File: src/rtl/bcd_serial_frame_capture_if.sv
`default_nettype none
// ============================================================================
// Module      : bcd_serial_frame_capture_if
// Description : Bundle of the serial bit/count inputs and the frame-status
//               outputs of the BCD serial frame capture block.
// Revision    : 1.0 - initial release
// ============================================================================
interface bcd_serial_frame_capture_if #(
    parameter int FRAME_LEN = 10,
    parameter int CNT_W     = 4,
    parameter int FCNT_W    = 8
);
    logic                 BIT_IN;
    logic [CNT_W-1:0]     CNT_IN;
    logic [FRAME_LEN-1:0] FRAME;
    logic                 FRAME_VALID;
    logic [3:0]           ONES;
    logic                 SEQ_ERR;
    logic [FCNT_W-1:0]    FRAME_COUNT;
    logic                 LOCKED;

    // Upstream generator / testbench side
    modport master (
        output BIT_IN, CNT_IN,
        input  FRAME, FRAME_VALID, ONES, SEQ_ERR, FRAME_COUNT, LOCKED
    );

    // Capture block side
    modport slave (
        input  BIT_IN, CNT_IN,
        output FRAME, FRAME_VALID, ONES, SEQ_ERR, FRAME_COUNT, LOCKED
    );
endinterface
`default_nettype wire

File: src/rtl/bcd_serial_frame_capture.sv
`default_nettype none
// ============================================================================
// Module      : bcd_serial_frame_capture
// Description : Samples a serial bit plus its BCD bit index each clock,
//               reassembles FRAME_LEN-bit frames, reports completion, ones
//               count and a wrapping frame counter, and flags / recovers from
//               loss of count sequence by resyncing on the next count of 0.
// Revision    : 1.0 - initial release
// ============================================================================
module bcd_serial_frame_capture #(
    parameter int FRAME_LEN = 10,
    parameter int CNT_W     = 4,
    parameter int FCNT_W    = 8
) (
    input  wire logic                    CLK,
    input  wire logic                    RST,
    bcd_serial_frame_capture_if.slave    bus
);

    typedef enum logic [0:0] {
        S_IDLE    = 1'b0,
        S_CAPTURE = 1'b1
    } state_t;

    localparam logic [CNT_W-1:0] c_LAST_CNT = CNT_W'(FRAME_LEN - 1);

    state_t               r_state;
    logic [FRAME_LEN-2:0] r_shadow;     // bits 0..FRAME_LEN-2; last bit goes straight to FRAME
    logic [3:0]           r_acc;
    logic [CNT_W-1:0]     r_exp;
    logic [FRAME_LEN-1:0] r_frame;
    logic                 r_frame_valid;
    logic [3:0]           r_ones;
    logic                 r_seq_err;
    logic [FCNT_W-1:0]    r_frame_count;

    logic [FRAME_LEN-2:0] w_shadow_set;
    logic [3:0]           w_bit_ext;

    assign w_bit_ext = {3'b000, bus.BIT_IN};

    // Shadow register with the bit addressed by CNT_IN replaced by BIT_IN
    always_comb begin
        w_shadow_set = r_shadow;
        for (int i = 0; i < FRAME_LEN - 1; i++) begin
            if (bus.CNT_IN == CNT_W'(i)) begin
                w_shadow_set[i] = bus.BIT_IN;
            end
        end
    end

    // Frame capture state machine with registered status outputs
    always_ff @(posedge CLK or posedge RST) begin
        if (RST) begin
            r_state       <= S_IDLE;
            r_shadow      <= '0;
            r_acc         <= '0;
            r_exp         <= '0;
            r_frame       <= '0;
            r_frame_valid <= 1'b0;
            r_ones        <= '0;
            r_seq_err     <= 1'b0;
            r_frame_count <= '0;
        end else begin
            r_frame_valid <= 1'b0;
            r_seq_err     <= 1'b0;
            case (r_state)
                S_IDLE: begin
                    // Only a count of 0 can start a frame; anything else is ignored silently
                    if (bus.CNT_IN == '0) begin
                        r_shadow <= {{(FRAME_LEN-2){1'b0}}, bus.BIT_IN};
                        r_acc    <= w_bit_ext;
                        r_exp    <= CNT_W'(1);
                        r_state  <= S_CAPTURE;
                    end
                end
                S_CAPTURE: begin
                    if (bus.CNT_IN == r_exp) begin
                        if (r_exp == '0) begin
                            // Back-to-back frame start, identical to leaving IDLE
                            r_shadow <= {{(FRAME_LEN-2){1'b0}}, bus.BIT_IN};
                            r_acc    <= w_bit_ext;
                            r_exp    <= CNT_W'(1);
                        end else if (bus.CNT_IN == c_LAST_CNT) begin
                            r_frame       <= {bus.BIT_IN, r_shadow};
                            r_ones        <= r_acc + w_bit_ext;
                            r_frame_count <= r_frame_count + FCNT_W'(1);
                            r_frame_valid <= 1'b1;
                            r_exp         <= '0;
                        end else begin
                            r_shadow <= w_shadow_set;
                            r_acc    <= r_acc + w_bit_ext;
                            r_exp    <= bus.CNT_IN + CNT_W'(1);
                        end
                    end else begin
                        // Sequence lost: drop the partial frame; a 0 here does not resync
                        r_seq_err <= 1'b1;
                        r_shadow  <= '0;
                        r_acc     <= '0;
                        r_exp     <= '0;
                        r_state   <= S_IDLE;
                    end
                end
                default: begin
                    r_state <= S_IDLE;
                end
            endcase
        end
    end

    assign bus.FRAME       = r_frame;
    assign bus.FRAME_VALID = r_frame_valid;
    assign bus.ONES        = r_ones;
    assign bus.SEQ_ERR     = r_seq_err;
    assign bus.FRAME_COUNT = r_frame_count;
    assign bus.LOCKED      = (r_state == S_CAPTURE);

endmodule
`default_nettype wire
File: src/flat_wrapper.sv
// flat-port wrapper written by rule: the top's interface ports become plain ports
module bcd_serial_frame_capture_flat 
#(
    parameter int FRAME_LEN = 10,
    parameter int CNT_W     = 4,
    parameter int FCNT_W    = 8
)
  (CLK, RST, bus_BIT_IN, bus_CNT_IN, bus_FRAME, bus_FRAME_VALID, bus_ONES, bus_SEQ_ERR, bus_FRAME_COUNT, bus_LOCKED);
  bcd_serial_frame_capture_if #(.FRAME_LEN(FRAME_LEN), .CNT_W(CNT_W), .FCNT_W(FCNT_W)) bus_i ();
  input  wire logic CLK;
  input  wire logic RST;
  input wire logic [$bits(bus_i.BIT_IN)-1:0] bus_BIT_IN;
  input wire logic [$bits(bus_i.CNT_IN)-1:0] bus_CNT_IN;
  output wire logic [$bits(bus_i.FRAME)-1:0] bus_FRAME;
  output wire logic [$bits(bus_i.FRAME_VALID)-1:0] bus_FRAME_VALID;
  output wire logic [$bits(bus_i.ONES)-1:0] bus_ONES;
  output wire logic [$bits(bus_i.SEQ_ERR)-1:0] bus_SEQ_ERR;
  output wire logic [$bits(bus_i.FRAME_COUNT)-1:0] bus_FRAME_COUNT;
  output wire logic [$bits(bus_i.LOCKED)-1:0] bus_LOCKED;
  assign bus_i.BIT_IN = bus_BIT_IN;
  assign bus_i.CNT_IN = bus_CNT_IN;
  assign bus_FRAME = bus_i.FRAME;
  assign bus_FRAME_VALID = bus_i.FRAME_VALID;
  assign bus_ONES = bus_i.ONES;
  assign bus_SEQ_ERR = bus_i.SEQ_ERR;
  assign bus_FRAME_COUNT = bus_i.FRAME_COUNT;
  assign bus_LOCKED = bus_i.LOCKED;
  bcd_serial_frame_capture #(.FRAME_LEN(FRAME_LEN), .CNT_W(CNT_W), .FCNT_W(FCNT_W)) u_core (.CLK(CLK), .RST(RST), .bus(bus_i));
endmodule
File: config.mk
export PLATFORM = sky130hd
export DESIGN_NAME = bcd_serial_frame_capture_flat
export DESIGN_NICKNAME = d
export VERILOG_FILES = /design/src/rtl/bcd_serial_frame_capture_if.sv /design/src/rtl/bcd_serial_frame_capture.sv /design/src/flat_wrapper.sv
export SDC_FILE = /design/constraint.sdc
export NUM_CORES = 1
export LEC_CHECK = 0
export CAP_MARGIN = 10
export CORE_UTILIZATION = 44
export CTS_CLUSTER_SIZE = 14
export DETAILED_ROUTE_END_ITERATION = 8
export PLACE_DENSITY = 0.67
export SLEW_MARGIN = 5
export SYNTH_ARGS = -nofsm -noshare
export SYNTH_HDL_FRONTEND = slang
export SYNTH_SLANG_ARGS = --single-unit
File: constraint.sdc
create_clock -name CLK -period 2.3 [get_ports CLK]
set_input_delay 0.46 -clock CLK [delete_from_list [all_inputs] [get_ports CLK]]
set_output_delay 0.46 -clock CLK [all_outputs]
set_load 0.02 [all_outputs]
# Yosys cells after proc, flatten, opt, wreduce, memory -nomap -nowiden
# Cells that the tools add are included.
# totals
inputBits	7
reg_bits	42
mem_bits_ro	0
ram_bits	0
latchBits	0
n_memories	0
out_inout_bits	25
word_cells	89
# classes
addsub	3
eq_ne	21
multipliers	0
n_lt_le_gt_ge	0
div	0
n_reduce_logical	13
n_shift	0
bitwise	2
muxes	33
# ops
cell	count
4-bit inequality test, second input constant	10
9-bit two-way mux	4
4-bit two-way mux	8
3-bit AND reduction	9
9-bit case mux with 2 select lines	1
1-bit two-way mux	17
4-bit by 3-bit == test with 1-bit output, second input constant	4
4-bit case mux with 2 select lines	2
8-bit by 1-bit adder with 8-bit output, second input constant	1
4-bit by 2-bit == test with 1-bit output, second input constant	2
4-bit == test, second input constant	2
4-bit zero test	2
4-bit by 1-bit adder with 4-bit output	1
4-bit by 1-bit adder with 4-bit output, second input constant	1
4-bit by 1-bit == test with 1-bit output, second input constant	1
4-bit == test	1
4-bit AND reduction	1
2-bit by 1-bit inequality test with 1-bit output, second input constant	1
1-bit NOT	2
1-bit case mux with 2 select lines	1
2-bit AND reduction	1

# Logic depth before layout (Yosys ltp)
# logic_depth
ltp_word	6
depth_mapped	7
depth_no_buf	5

# Worst setup path before layout
# OpenSTA, ideal clock, no wires.
# synth_timing
path_type	input to register
start	input port bus_CNT_IN[0]
end	register u_core.r_frame[0], in the netlist u_core.bus.FRAME[0]
path_stages	6
n_path_buf	2
t_required_ns	2.175
setup_time_ns	0.125
arrival_time_ns	1.822
setup_slack_ns	0.353
cell_sequence	buf_2 xor2_1 nor4_4 nand2_4 buf_6 mux2_4
# synth_via
elab_chain_cells	2
elab_cells_between_ends	3
classes_between	2 x eq/ne; 1 x reduce/logical
# synth_lines
element	line_no	rtl
from (decl)	flat_wrapper.sv:13	input wire logic [$bits(bus_i.CNT_IN)-1:0] bus_CNT_IN;
4-bit == test, on equally long branches	bcd_serial_frame_capture.sv:84, bcd_serial_frame_capture.sv:78	
4-bit AND reduction (no line) *	--	
to (signal assigned)	bcd_serial_frame_capture.sv:85	r_frame <= {bus.BIT_IN, r_shadow};
to (decl)	bcd_serial_frame_capture.sv:31	logic [FRAME_LEN-1:0] r_frame;
# Mark *: on every way between the ends. The rest lies on a longest branch, timed or not.
# A chain may end at the register's enable or synchronous reset.

# Final worst setup path
# layout_timing
start	input port bus_CNT_IN[0]
end	register u_core.r_frame[4], in the netlist u_core.bus.FRAME[4]
# The elaborated chain is that of the path after synthesis.

==> impl_metrics.tcl <==
set metrics [dict create \
    finClkSkew_ps 3.00 \
    routedWlPerCell_um 15.8 \
    grt_max_degree 43 \
    met3_usage_pct 5.13 \
    postCtsSetupRepairBufs 0 \
    dpl.cell_count 269 \
    setup_slack_ps 227 \
    gp_congestion 0.817 \
    min_path_type "flop to flop" \
    pre_cts_ws_ps -78.7 \
    slew_headroom_pct 44.1 \
    clk_pin_slew_worst_paths_ps 80 \
    reg2regPathDepth 4 \
    gr-max-usage-layer "met2" \
    routed_wirelength_um 4370 \
    ant_nets 0 \
    cp_max_fo 26 \
    violations "DRC" \
    overflow 0 \
    clockBufferDepth 2 \
    fin_nets 234 \
    hpwl_um 3130 \
    antenna_found_initial 0 \
    startpoint "bus_CNT_IN[0]" \
    post_cts_resized 0 \
    fmax_mhz 482 \
    grt_pass1_vias 1533 \
    seq_area_frac_synth_pct 50.6 \
    clkSinkCount 42 \
    crit_path_start_kind "input pin" \
    worstPathArrival_ps 2250 \
    cellLeakagePower_nw 1.20 \
    cts_tree "yes" \
    finalNonFillerCells 277 \
    cap_violations 0 \
    endpoint "u_core.bus.FRAME[4]" \
    drtIter0Drc 77 \
    use_met2_pct 31.0 \
    viasPerCell 5.60 \
    critical_path_class "input pin to flop" \
    core_um2 4440 \
    grt_util_met1_pct 24.7 \
    first_pass_iters 6 \
    rr_startpoint "u_core.bus.LOCKED" \
    reg2reg_slack_ps 380 \
    reg2reg_to "u_core.r_shadow[2]" \
    synth_warnings 0 \
    end_kind "flop" \
    drv_slew 0 \
    drive_gt1_share_pct 19.1 \
    syn_avg_cell_area_um2 11.3 \
    hold_violations 0 \
    rsz0062_at_grt "false" \
    drc 5 \
    tightest_slew_ps 836 \
    yosys.cell_types.count 40 \
    fin_crit_ps 2070 \
    port_buffers 31 \
    die_area_um2 5000 \
    ys_ff_latch 42 \
    syn-num-nets 193 \
    period_share_pct 90.1 \
    cts_buffers 5 \
    run_status "complete, but fails checks" \
    n_antenna_cell 0 \
    grt_pass1_wl_um 7390 \
    root_buffer "clkbuf_8" \
    insertion_delay_ps 290 \
    die_w_um 70.7 \
    num_vias 1550 \
    crit_required_ps 2480 \
    syn-cell-area_um2 2080 \
    min_from "u_core.bus.FRAME_COUNT[7]" \
    num_rows 24 \
    area_growth_pct 25.2 \
    powerDensity_nw_per_um2 545 \
    track_usage_pct 19.2 \
    initial_core_util_pct 46.7 \
    setup_viol_count_final 0 \
    postCtsHoldBufs 0 \
    ios 32 \
    die-height_um 70.7 \
    irDropWorstVdd_mv 0.281 \
    h-tree-depth 2 \
    hold_ws_ps 488 \
    synth_cells 183 \
]
## power breakdown
part           switching [mW]  internal, mW
clock network           0.247         0.242
registers              0.0126         0.753
logic                  0.0936        0.0692
total                   0.353          1.06
## layout by cell type (no fill, tap or decap), types with 5 or more instances in the layout
master / n
dfrtp_1: 42
nand4_1: 5
nor2_1: 8
buf_4: 12
nand3_1: 9
clkdlybuf4s50_1: 31
mux2_2: 6
nand2_1: 11
mux2_4: 9
clkbuf_8: 6
inv_1: 8
xor2_1: 5
xnor2_1: 9
o21ai_0: 8
nand2b_1: 5
o22ai_1: 8
## flip-flops by register name, summed over array words and instances, names as in the netlist
| name | cells |
|---|---|
| u_core.bus.FRAME_COUNT | 8 |
| u_core.r_acc | 4 |
| u_core.bus.SEQ_ERR | 1 |
| u_core.bus.ONES | 4 |
| u_core.bus.LOCKED | 1 |
| u_core.r_shadow | 9 |
| u_core.r_exp | 4 |
| u_core.bus.FRAME | 10 |
| u_core.bus.FRAME_VALID | 1 |
## worst max-delay path: stages
cell and delay [ps]:
clkdlybuf4s50_1 500, xor2_1 210, nor4_4 330, buf_12 210, nand2_4 180, mux2_4 350
## layout make-up
| type | instances | area [um2] |
|---|---|---|
| Timing Repair Buffer | 44 | 420 |
| Sequential cell | 42 | 1050 |
| Inverter | 8 | 30.0 |
| Multi-Input combinational cell | 123 | 941 |
| Clock inverter | 1 | 5.00 |
| Fill cell | 384 | 1850 |
| Tap cell | 52 | 65.1 |
| Clock buffer | 7 | 86.3 |
## cells by family after synthesis
logic type / synth area share (%)
xor gates and xnor gates: 5.91
and+or+nand+nor: 16.2
muxes: 11.3
buffers and inverters: 4.04
AOI/OAI and AO/OA: 10.1
DFF: 50.6
adders and majority gates: 1.81
## per-layer routing
layer | vias up | wire, um | part of all wire, %
li1 | 731 | - | -
met1 | 762 | 1980 | 45
met2 | 51 | 2100 | 48
met3 | 6 | 234 | 5.4
met4 | 0 | 61 | 1.4
met5 | - | 0 | 0
## cell usage after synthesis, drive strengths merged
cell     instances  area (um2)
inv              8        30.0
a21oi            4        23.8
nand3            9        45.0
a31oi            4        25.0
buf              7        42.5
o41ai            3        26.3
a31o             1        8.76
xor2             5        43.8
dfrtp           42        1050
mux2i            2        20.0
a2bb2oi          1        8.76
a32o             2        20.0
nand2           12        52.6
a22oi            1        7.51
nand2b           5        31.3
nor4             3        46.3
nor3             4        31.3
nand4bb          1        11.3
xnor2            9        78.8
and2             2        12.5
nand4            5        31.3
or3              2        12.5
nand3b           1        7.51
clkbuf           3        11.3
or2              1        6.26
o22ai            8        50.1
o21ai            8        40.0
nor2             8        30.0
ha               3        37.5
and3             3        18.8
mux2            16         214
## worst min-delay path by stage
stage / to / slack [ps] / cells after the start
final: u_core.bus.FRAME_COUNT[7] / 490 / 1
after global routing: u_core.bus.FRAME_COUNT[7] / 510 / 1
after CTS: u_core.bus.FRAME_COUNT[7] / 500 / 1
after detailed placement: u_core.bus.FRAME_COUNT[7] / 490 / 1
after global placement: u_core.bus.FRAME_COUNT[7] / 460 / 1
after floorplan: u_core.bus.FRAME[7] / 470 / 1
## through the flow
stage / power [mW] / util (%) / cell area, um2 / TNS (ps)
final: 1.42 / 58.5 / 2600 / 0
after global routing: 1.48 / 58.5 / 2600 / 0
after CTS: 1.43 / 58.5 / 2600 / 0
after detailed placement: 0.943 / 56.4 / 2510 / -945
after global placement: 0.935 / 56.4 / 2510 / -28.8
after floorplan: 0.881 / - / 2080 / 0
No activity file was read; power rests on OpenSTA's default activity.
